## config.mk

```make
export PLATFORM = sky130hd
export DESIGN_NAME = scdp_run_ctrl_flat
export DESIGN_NICKNAME = d
export VERILOG_FILES = /design/src/rtl/scdp_run_ctrl_if.sv /design/src/rtl/scdp_run_ctrl.sv /design/src/flat_wrapper.sv
export SDC_FILE = /design/constraint.sdc
export NUM_CORES = 1
export LEC_CHECK = 0
export ABC_CLOCK_PERIOD_IN_PS = 6200
export CAP_MARGIN = 30
export CORE_ASPECT_RATIO = 0.8
export CORE_MARGIN = 1
export CORE_UTILIZATION = 30
export CTS_CLUSTER_DIAMETER = 200
export DETAILED_ROUTE_END_ITERATION = 8
export HOLD_SLACK_MARGIN = 0.1
export PLACE_DENSITY = 0.57
export SLEW_MARGIN = 20
export SYNTH_ARGS = -nofsm -noshare
export SYNTH_HDL_FRONTEND = slang
export SYNTH_SLANG_ARGS = --single-unit
```

## constraint.sdc

```tcl
create_clock -name clk -period 6.2 [get_ports clk]
set_clock_uncertainty 0.2 [all_clocks]
set_input_delay 1.24 -clock clk [delete_from_list [all_inputs] [get_ports clk]]
set_output_delay 1.24 -clock clk [all_outputs]
set_load 0.01 [all_outputs]
```

## src/rtl/scdp_run_ctrl_if.sv

```systemverilog
// Bus between the SCDP run controller and whatever hosts it (bench or FPGA top).
// The host drives the core-side observation signals and start; the controller
// returns the sequencing/status outputs.
// Optional feature macro: SIG_EN adds the 32-bit write-back signature.
interface scdp_run_ctrl_if #(
  parameter int XLEN = 32
);
  logic            start;
  logic [XLEN-1:0] instr;
  logic [XLEN-1:0] pc;
  logic            rd_we;
  logic [XLEN-1:0] rd_wdata;
  logic            core_rst;
  logic [1:0]      state;
  logic            done;
  logic            timeout;
  logic [31:0]     cycle_cnt;
  logic [31:0]     retired;
  logic [XLEN-1:0] halt_pc;
`ifdef SIG_EN
  logic [31:0]     signature;
`endif

  modport master (
    output start, instr, pc, rd_we, rd_wdata,
    input  core_rst, state, done, timeout, cycle_cnt, retired, halt_pc
`ifdef SIG_EN
    , input signature
`endif
  );

  modport slave (
    input  start, instr, pc, rd_we, rd_wdata,
    output core_rst, state, done, timeout, cycle_cnt, retired, halt_pc
`ifdef SIG_EN
    , output signature
`endif
  );
endinterface

```

## src/rtl/scdp_run_ctrl.sv

```systemverilog
// Run controller/monitor for the single-cycle datapath (SCDP).
// Holds the core in reset, releases it for a run, and ends the run on a halt
// instruction (jal x0,0 self-loop seen HALT_REPEAT times at one PC) or when the
// RUN-cycle budget is spent. Counts RUN cycles and retired instructions and
// latches the halt PC. All outputs are registered.
// Optional feature macro: SIG_EN adds the rotating-XOR write-back signature.
//
// state   | meaning
// --------+--------------------------------------------------------------
// S_IDLE  | after reset; core held in reset, waiting for start
// S_RESET | core reset held for RST_CYCLES cycles before the run
// S_RUN   | core running; counting cycles/instructions, watching for halt
// S_END   | run finished (done or timeout); core frozen, results held
module scdp_run_ctrl #(
  parameter int              XLEN        = 32,
  parameter int              RST_CYCLES  = 1,
  parameter int              MAX_CYCLES  = 80,
  parameter logic [XLEN-1:0] HALT_INSN   = XLEN'(32'h0000_006F),
  parameter int              HALT_REPEAT = 2
) (
  input  logic           clk,
  input  logic           rst,
  scdp_run_ctrl_if.slave bus
);

  typedef enum logic [1:0] {
    S_IDLE  = 2'd0,
    S_RESET = 2'd1,
    S_RUN   = 2'd2,
    S_END   = 2'd3
  } state_t;

  localparam int              RCW       = (RST_CYCLES > 1) ? $clog2(RST_CYCLES) : 1;
  localparam int              HRW       = $clog2(HALT_REPEAT + 1);
  localparam logic [RCW-1:0]  RST_LAST  = RCW'(RST_CYCLES - 1);
  localparam logic [HRW-1:0]  HALT_LAST = HRW'(HALT_REPEAT);
  localparam bit              TO_EN     = (MAX_CYCLES != 0);
  // Last budgeted cycle index; only meaningful when the budget is enabled.
  localparam logic [31:0]     TO_LAST   = 32'((MAX_CYCLES > 0) ? MAX_CYCLES - 1 : 0);

  state_t          state_q;
  logic            core_rst_q;
  logic            done_q;
  logic            timeout_q;
  logic [31:0]     cycle_q;
  logic [31:0]     retired_q;
  logic [XLEN-1:0] halt_pc_q;
  logic [RCW-1:0]  rst_cnt_q;
  logic [HRW-1:0]  halt_run_q;
  logic [XLEN-1:0] prev_pc_q;

  logic            is_halt;
  logic            halt_hit;
  logic            budget_hit;
  logic            restart;
  logic [HRW-1:0]  halt_next;
  logic [31:0]     cycle_inc;
  logic [31:0]     retired_inc;

  assign is_halt    = (bus.instr == HALT_INSN);
  assign restart    = ((state_q == S_IDLE) || (state_q == S_END)) && bus.start;
  assign cycle_inc  = (&cycle_q)   ? cycle_q   : cycle_q + 32'd1;
  assign retired_inc = (&retired_q) ? retired_q : retired_q + 32'd1;
  assign halt_hit   = (halt_next >= HALT_LAST);
  assign budget_hit = TO_EN && (cycle_q == TO_LAST);

  // Length of the current halt self-loop: a halt at a new PC starts a fresh run of 1.
  always_comb begin
    halt_next = '0;
    if (is_halt) begin
      if ((halt_run_q != '0) && (bus.pc == prev_pc_q))
        halt_next = halt_run_q + HRW'(1);
      else
        halt_next = HRW'(1);
    end
  end

  // Sequencer: reset hold, run monitoring, end-of-program detection.
  always_ff @(posedge clk or negedge rst) begin
    if (!rst) begin
      state_q    <= S_IDLE;
      core_rst_q <= 1'b1;
      done_q     <= 1'b0;
      timeout_q  <= 1'b0;
      cycle_q    <= '0;
      retired_q  <= '0;
      halt_pc_q  <= '0;
      rst_cnt_q  <= '0;
      halt_run_q <= '0;
      prev_pc_q  <= '0;
    end else begin
      case (state_q)
        S_IDLE, S_END: begin
          core_rst_q <= 1'b1;
          if (restart) begin
            state_q    <= S_RESET;
            done_q     <= 1'b0;
            timeout_q  <= 1'b0;
            cycle_q    <= '0;
            retired_q  <= '0;
            halt_pc_q  <= '0;
            rst_cnt_q  <= RST_LAST;
            halt_run_q <= '0;
          end
        end
        S_RESET: begin
          if (rst_cnt_q == '0) begin
            state_q    <= S_RUN;
            core_rst_q <= 1'b0;
          end else begin
            rst_cnt_q  <= rst_cnt_q - RCW'(1);
          end
        end
        S_RUN: begin
          cycle_q    <= cycle_inc;
          halt_run_q <= halt_next;
          prev_pc_q  <= bus.pc;
          if (!is_halt)
            retired_q <= retired_inc;
          // A halt completing on the last budgeted cycle reports as done, not timeout.
          if (halt_hit) begin
            state_q    <= S_END;
            core_rst_q <= 1'b1;
            done_q     <= 1'b1;
            halt_pc_q  <= bus.pc;
          end else if (budget_hit) begin
            state_q    <= S_END;
            core_rst_q <= 1'b1;
            timeout_q  <= 1'b1;
          end
        end
        default: begin
          state_q    <= S_IDLE;
          core_rst_q <= 1'b1;
        end
      endcase
    end
  end

`ifdef SIG_EN
  logic [31:0] sig_q;

  // Fold every RUN-cycle register write-back into a rotate-and-XOR signature.
  always_ff @(posedge clk or negedge rst) begin
    if (!rst)
      sig_q <= '0;
    else if (restart)
      sig_q <= '0;
    else if ((state_q == S_RUN) && bus.rd_we)
      sig_q <= {sig_q[30:0], sig_q[31]} ^ bus.rd_wdata[31:0];
  end

  assign bus.signature = sig_q;
`else
  // Write-back observation is only needed for the signature.
  logic unused_wb;
  assign unused_wb = ^{bus.rd_we, bus.rd_wdata};
`endif

  assign bus.state     = state_q;
  assign bus.core_rst  = core_rst_q;
  assign bus.done      = done_q;
  assign bus.timeout   = timeout_q;
  assign bus.cycle_cnt = cycle_q;
  assign bus.retired   = retired_q;
  assign bus.halt_pc   = halt_pc_q;

endmodule

```

## src/flat_wrapper.sv

```systemverilog
// flat-port wrapper written by rule: the top's interface ports become plain ports
module scdp_run_ctrl_flat 
#(
  parameter int              XLEN        = 32,
  parameter int              RST_CYCLES  = 1,
  parameter int              MAX_CYCLES  = 80,
  parameter logic [XLEN-1:0] HALT_INSN   = XLEN'(32'h0000_006F),
  parameter int              HALT_REPEAT = 2
)
  (clk, rst, bus_start, bus_instr, bus_pc, bus_rd_we, bus_rd_wdata, bus_core_rst, bus_state, bus_done, bus_timeout, bus_cycle_cnt, bus_retired, bus_halt_pc);
  scdp_run_ctrl_if #(.XLEN(XLEN)) bus_i ();
  input  logic clk;
  input  logic rst;
  input wire logic [$bits(bus_i.start)-1:0] bus_start;
  input wire logic [$bits(bus_i.instr)-1:0] bus_instr;
  input wire logic [$bits(bus_i.pc)-1:0] bus_pc;
  input wire logic [$bits(bus_i.rd_we)-1:0] bus_rd_we;
  input wire logic [$bits(bus_i.rd_wdata)-1:0] bus_rd_wdata;
  output wire logic [$bits(bus_i.core_rst)-1:0] bus_core_rst;
  output wire logic [$bits(bus_i.state)-1:0] bus_state;
  output wire logic [$bits(bus_i.done)-1:0] bus_done;
  output wire logic [$bits(bus_i.timeout)-1:0] bus_timeout;
  output wire logic [$bits(bus_i.cycle_cnt)-1:0] bus_cycle_cnt;
  output wire logic [$bits(bus_i.retired)-1:0] bus_retired;
  output wire logic [$bits(bus_i.halt_pc)-1:0] bus_halt_pc;
  assign bus_i.start = bus_start;
  assign bus_i.instr = bus_instr;
  assign bus_i.pc = bus_pc;
  assign bus_i.rd_we = bus_rd_we;
  assign bus_i.rd_wdata = bus_rd_wdata;
  assign bus_core_rst = bus_i.core_rst;
  assign bus_state = bus_i.state;
  assign bus_done = bus_i.done;
  assign bus_timeout = bus_i.timeout;
  assign bus_cycle_cnt = bus_i.cycle_cnt;
  assign bus_retired = bus_i.retired;
  assign bus_halt_pc = bus_i.halt_pc;
  scdp_run_ctrl #(.XLEN(XLEN), .RST_CYCLES(RST_CYCLES), .MAX_CYCLES(MAX_CYCLES), .HALT_INSN(HALT_INSN), .HALT_REPEAT(HALT_REPEAT)) u_core (.clk(clk), .rst(rst), .bus(bus_i));
endmodule
```

==> impl_metrics.yaml <==
outcome:
  outcome: "finished with violations"
  failed_checks: "design-rule violations"
worst_setup_path:
  worst_setup_path_start_kind: "input port"
  timing_worst_setup_path_type: "in -> reg"
  kind_of_end_point_of_the_critical_path: "register"
  reg2reg_to: "u_core.bus.halt_pc[7]"
  crit-reg2reg-launch: "u_core.prev_pc_q[0]"
  worst-r2r-cell-count: 8
  max_fanout_on_critical_path: 39
  startpoint: "bus_instr[4]"
  crit_required_ns: 6.34
  cp.arrival_ns: 4.16
  setup.reg_to_reg.worst_slack_ns: 3.02
placement:
  detailed_place_hpwl_um: 14800
  placedCellCount: 1266
  placement.io_buffers: 167
  place_congestion: 0.800
  pre_cts_slack_ns: 1.67
route:
  drt-vias-per-instance: 5.18
  vias: 6729
  drt_first_iter_violations: 515
  antenna_violating_nets_post_route: 0
  detail_route.wirelength_um: 21900
  route.detailed.drc: 20
  drtPass1Iterations: 9
  wl_per_cell_um: 16.9
timing:
  min_period_over_period_pct: 64.9
  number_of_endpoints_with_negative_hold_slack_in_the_final_report: 0
  final_total_negative_setup_slack_ns: 0
  slew_viol_final: 0
  fmax_ghz: 0.249
  relSlewSlack_pct: 40.2
  setup_viol: 0
  worst_pin_slew_ns: 0.895
  final_critical_path_setup_slack_ns: 2.18
  timing.final.crit_period_ns: 4.02
  rsz0062_at_grt: "false"
floorplan:
  core-area_um2: 24500
  die_area_um2: 25800
  effective_utilization_at_floorplan_pct: 30.8
  die_w_um: 179
  core.rowCount: 51
  chipHeight_um: 144
  design.portCount: 201
yosys:
  synth_enable_flop_cells: 0
  post_synth.cell_area_avg_um2: 9.20
  yosysUniqueCellTypes: 66
  async_flop_share_pct: 100
  yosysSeqAreaShare_pct: 44.8
  ys_ff_latch: 135
  yosys_most_used_dff: "dfrtp_1"
  synth_cells: 820
  synth_nets: 925
  ys.warnings.count: 0
  synth_area_um2: 7540
final_layout:
  most_common_cell_after_layout_fill_and_taps_aside: "clkdlybuf4s50_1"
  mostFrequentLayoutCells: "clkdlybuf4s50_1 (166), dfrtp_1 (134), nand2_1 (106)"
  final_core_utilization_pct: 40.9
  n_antenna_cell: 0
  final_layout_size_suffix_gt1_share_pct: 8.27
  final_net_count: 1072
  area_growth_pct: 32.9
  post_layout_nonfiller_instances: 1298
worst_hold_path:
  hp-class: "reg -> reg"
  hold_path.startpoint: "u_core.bus.core_rst"
  hold_path_depth: 2
  hold-path-endpoint: "u_core.bus.core_rst"
clock_network:
  cts_inserted_buffers: 17
  clkTransAtPathRegs_ns: 0.06
  clock_insertion_delay_worst_skew_ns: 0.42
  clk_root_buffer_cell: "clkbuf_16"
  max-clock-path-buffers: 2
  postCtsResizedCells: 0
  post-cts-setup-buffer-count: 0
  ctsHtreeMaxLevel: 4
  cts_hold_buf: 0
  sinks_on_clock_net: 135
  tritoncts_clock_tree: "yes"
job:
  cap_viol_max_count: 0
power_and_ir_drop:
  vdd_drop_max_mv: 0.155
  pwr_total_mw: 2.08
  power.density_cell_area_nw_per_um2: 208
  p_leak_nw: 4.14
global_routing:
  groute.layer.met2.usage_pct: 25.4
  grt.met1_usage_pct: 23.9
  grt_busiest_layer: "met2"
  grt_overflow: 0
  groute.usage.overall_pct: 17.3
  first_global_vias: 6242
  wire_length_of_the_first_global_routing_pass_um: 34600
  met3_usage_pct: 5.61
  initial_antenna_violation_count: 2
  grt_start_max_net_pins: 82
==> worst max-delay path by stage <==
stage / end / depth (start not counted)
after floorplan: u_core.bus.halt_pc[23] / 8
after global placement: u_core.bus.halt_pc[26] / 9
after detailed placement: u_core.bus.halt_pc[7] / 9
after CTS: u_core.bus.halt_pc[7] / 9
after global routing: u_core.bus.halt_pc[11] / 9
final: u_core.bus.halt_pc[7] / 9
==> synth_stat cells, types with 4 or more instances <==
master       n  share of area [%]
a21oi_1     38                2.5
a2bb2oi_1   17                2.0
a2bb2oi_2   16                3.2
and3_1       9               0.75
and4_1       4               0.46
buf_2        9               0.60
buf_6        6               0.90
clkbuf_1    22                1.1
dfrtp_1    134                 44
ha_1         5               0.83
inv_1       42                2.1
mux2i_1     12                1.6
nand2_1    106                5.3
nand3_1     28                1.9
nand4_1     30                2.5
nor2_1      41                2.0
nor3_1      17                1.1
nor4_1      15                1.2
o21ai_0     68                4.5
o21ai_1     42                2.8
o31ai_1      7               0.70
or3_1       30                2.5
or4_1       18                1.8
xnor2_1     10                1.2
xor2_1      34                3.9
==> layout make-up <==
type                            instances  area [um2]
Multi-Input combinational cell        598        3750
Tap cell                              318         398
Sequential cell                       135        3380
Inverter                               42         158
Fill cell                            2449       14500
Clock buffer                           19         453
Clock inverter                         13         168
Timing Repair Buffer                  173        1720
==> sequential cells by signal, summed over array words and instances (netlist names) <==
| register | count |
|---|---|
| u_core.bus.done | 1 |
| u_core.halt_run_q | 2 |
| u_core.bus.cycle_cnt | 32 |
| u_core.prev_pc_q | 32 |
| u_core.bus.halt_pc | 32 |
| u_core.bus.state | 2 |
| u_core.bus.timeout | 1 |
| u_core.bus.core_rst | 1 |
| u_core.bus.retired | 32 |
==> critical path: stages <==
cell             delay [ns]
clkdlybuf4s50_1        0.42
or4b_1                 0.54
nor4_2                 0.41
nand4_1                0.21
nor4_4                 0.17
buf_4                  0.55
nand2_1                0.11
buf_4                  0.30
o21ai_1                0.19
==> per-stage QoR <==
stage / instance area, um2 / hold slack, ns
6_report: 10000 / 0.281
3_3_place_gp: 9400 / 0.263
5_1_grt: 10000 / 0.292
2_1_floorplan: 7540 / 0.272
4_1_cts: 10000 / 0.279
3_5_place_dp: 9400 / 0.265
==> kinds of logic (layout without fill, tap and decap cells) <==
group                    count (synthesis)  in the layout  share of synthesized area [%]
AND/OR/NAND/NOR                        329            329                           23.9
AO/OA/AOI/OAI                          208            208                           18.1
flip-flops                             135            135                           44.8
buffers and inverters                   87            247                           5.72
XOR/XNOR                                44             44                           5.11
multiplexers                            12             12                           1.59
adder cells (fa/ha/maj)                  5              5                          0.829
==> power by group <==
group | internal, mW | leakage (nW) | switching, mW
Sequential | 0.892 | 1.57 | 0.00729
Combinational | 0.0526 | 2.29 | 0.0476
Clock | 0.659 | 0.289 | 0.422
Total | 1.60 | 4.14 | 0.477
==> routing by layer <==
| layer | vias up | wire (um) |
|---|---|---|
| li1 | 3268 | - |
| met1 | 3263 | 10300 |
| met5 | - | 27 |
| met3 | 23 | 1680 |
| met2 | 171 | 9600 |
| met4 | 4 | 271 |
No activity file was read; power rests on OpenSTA's default activity.
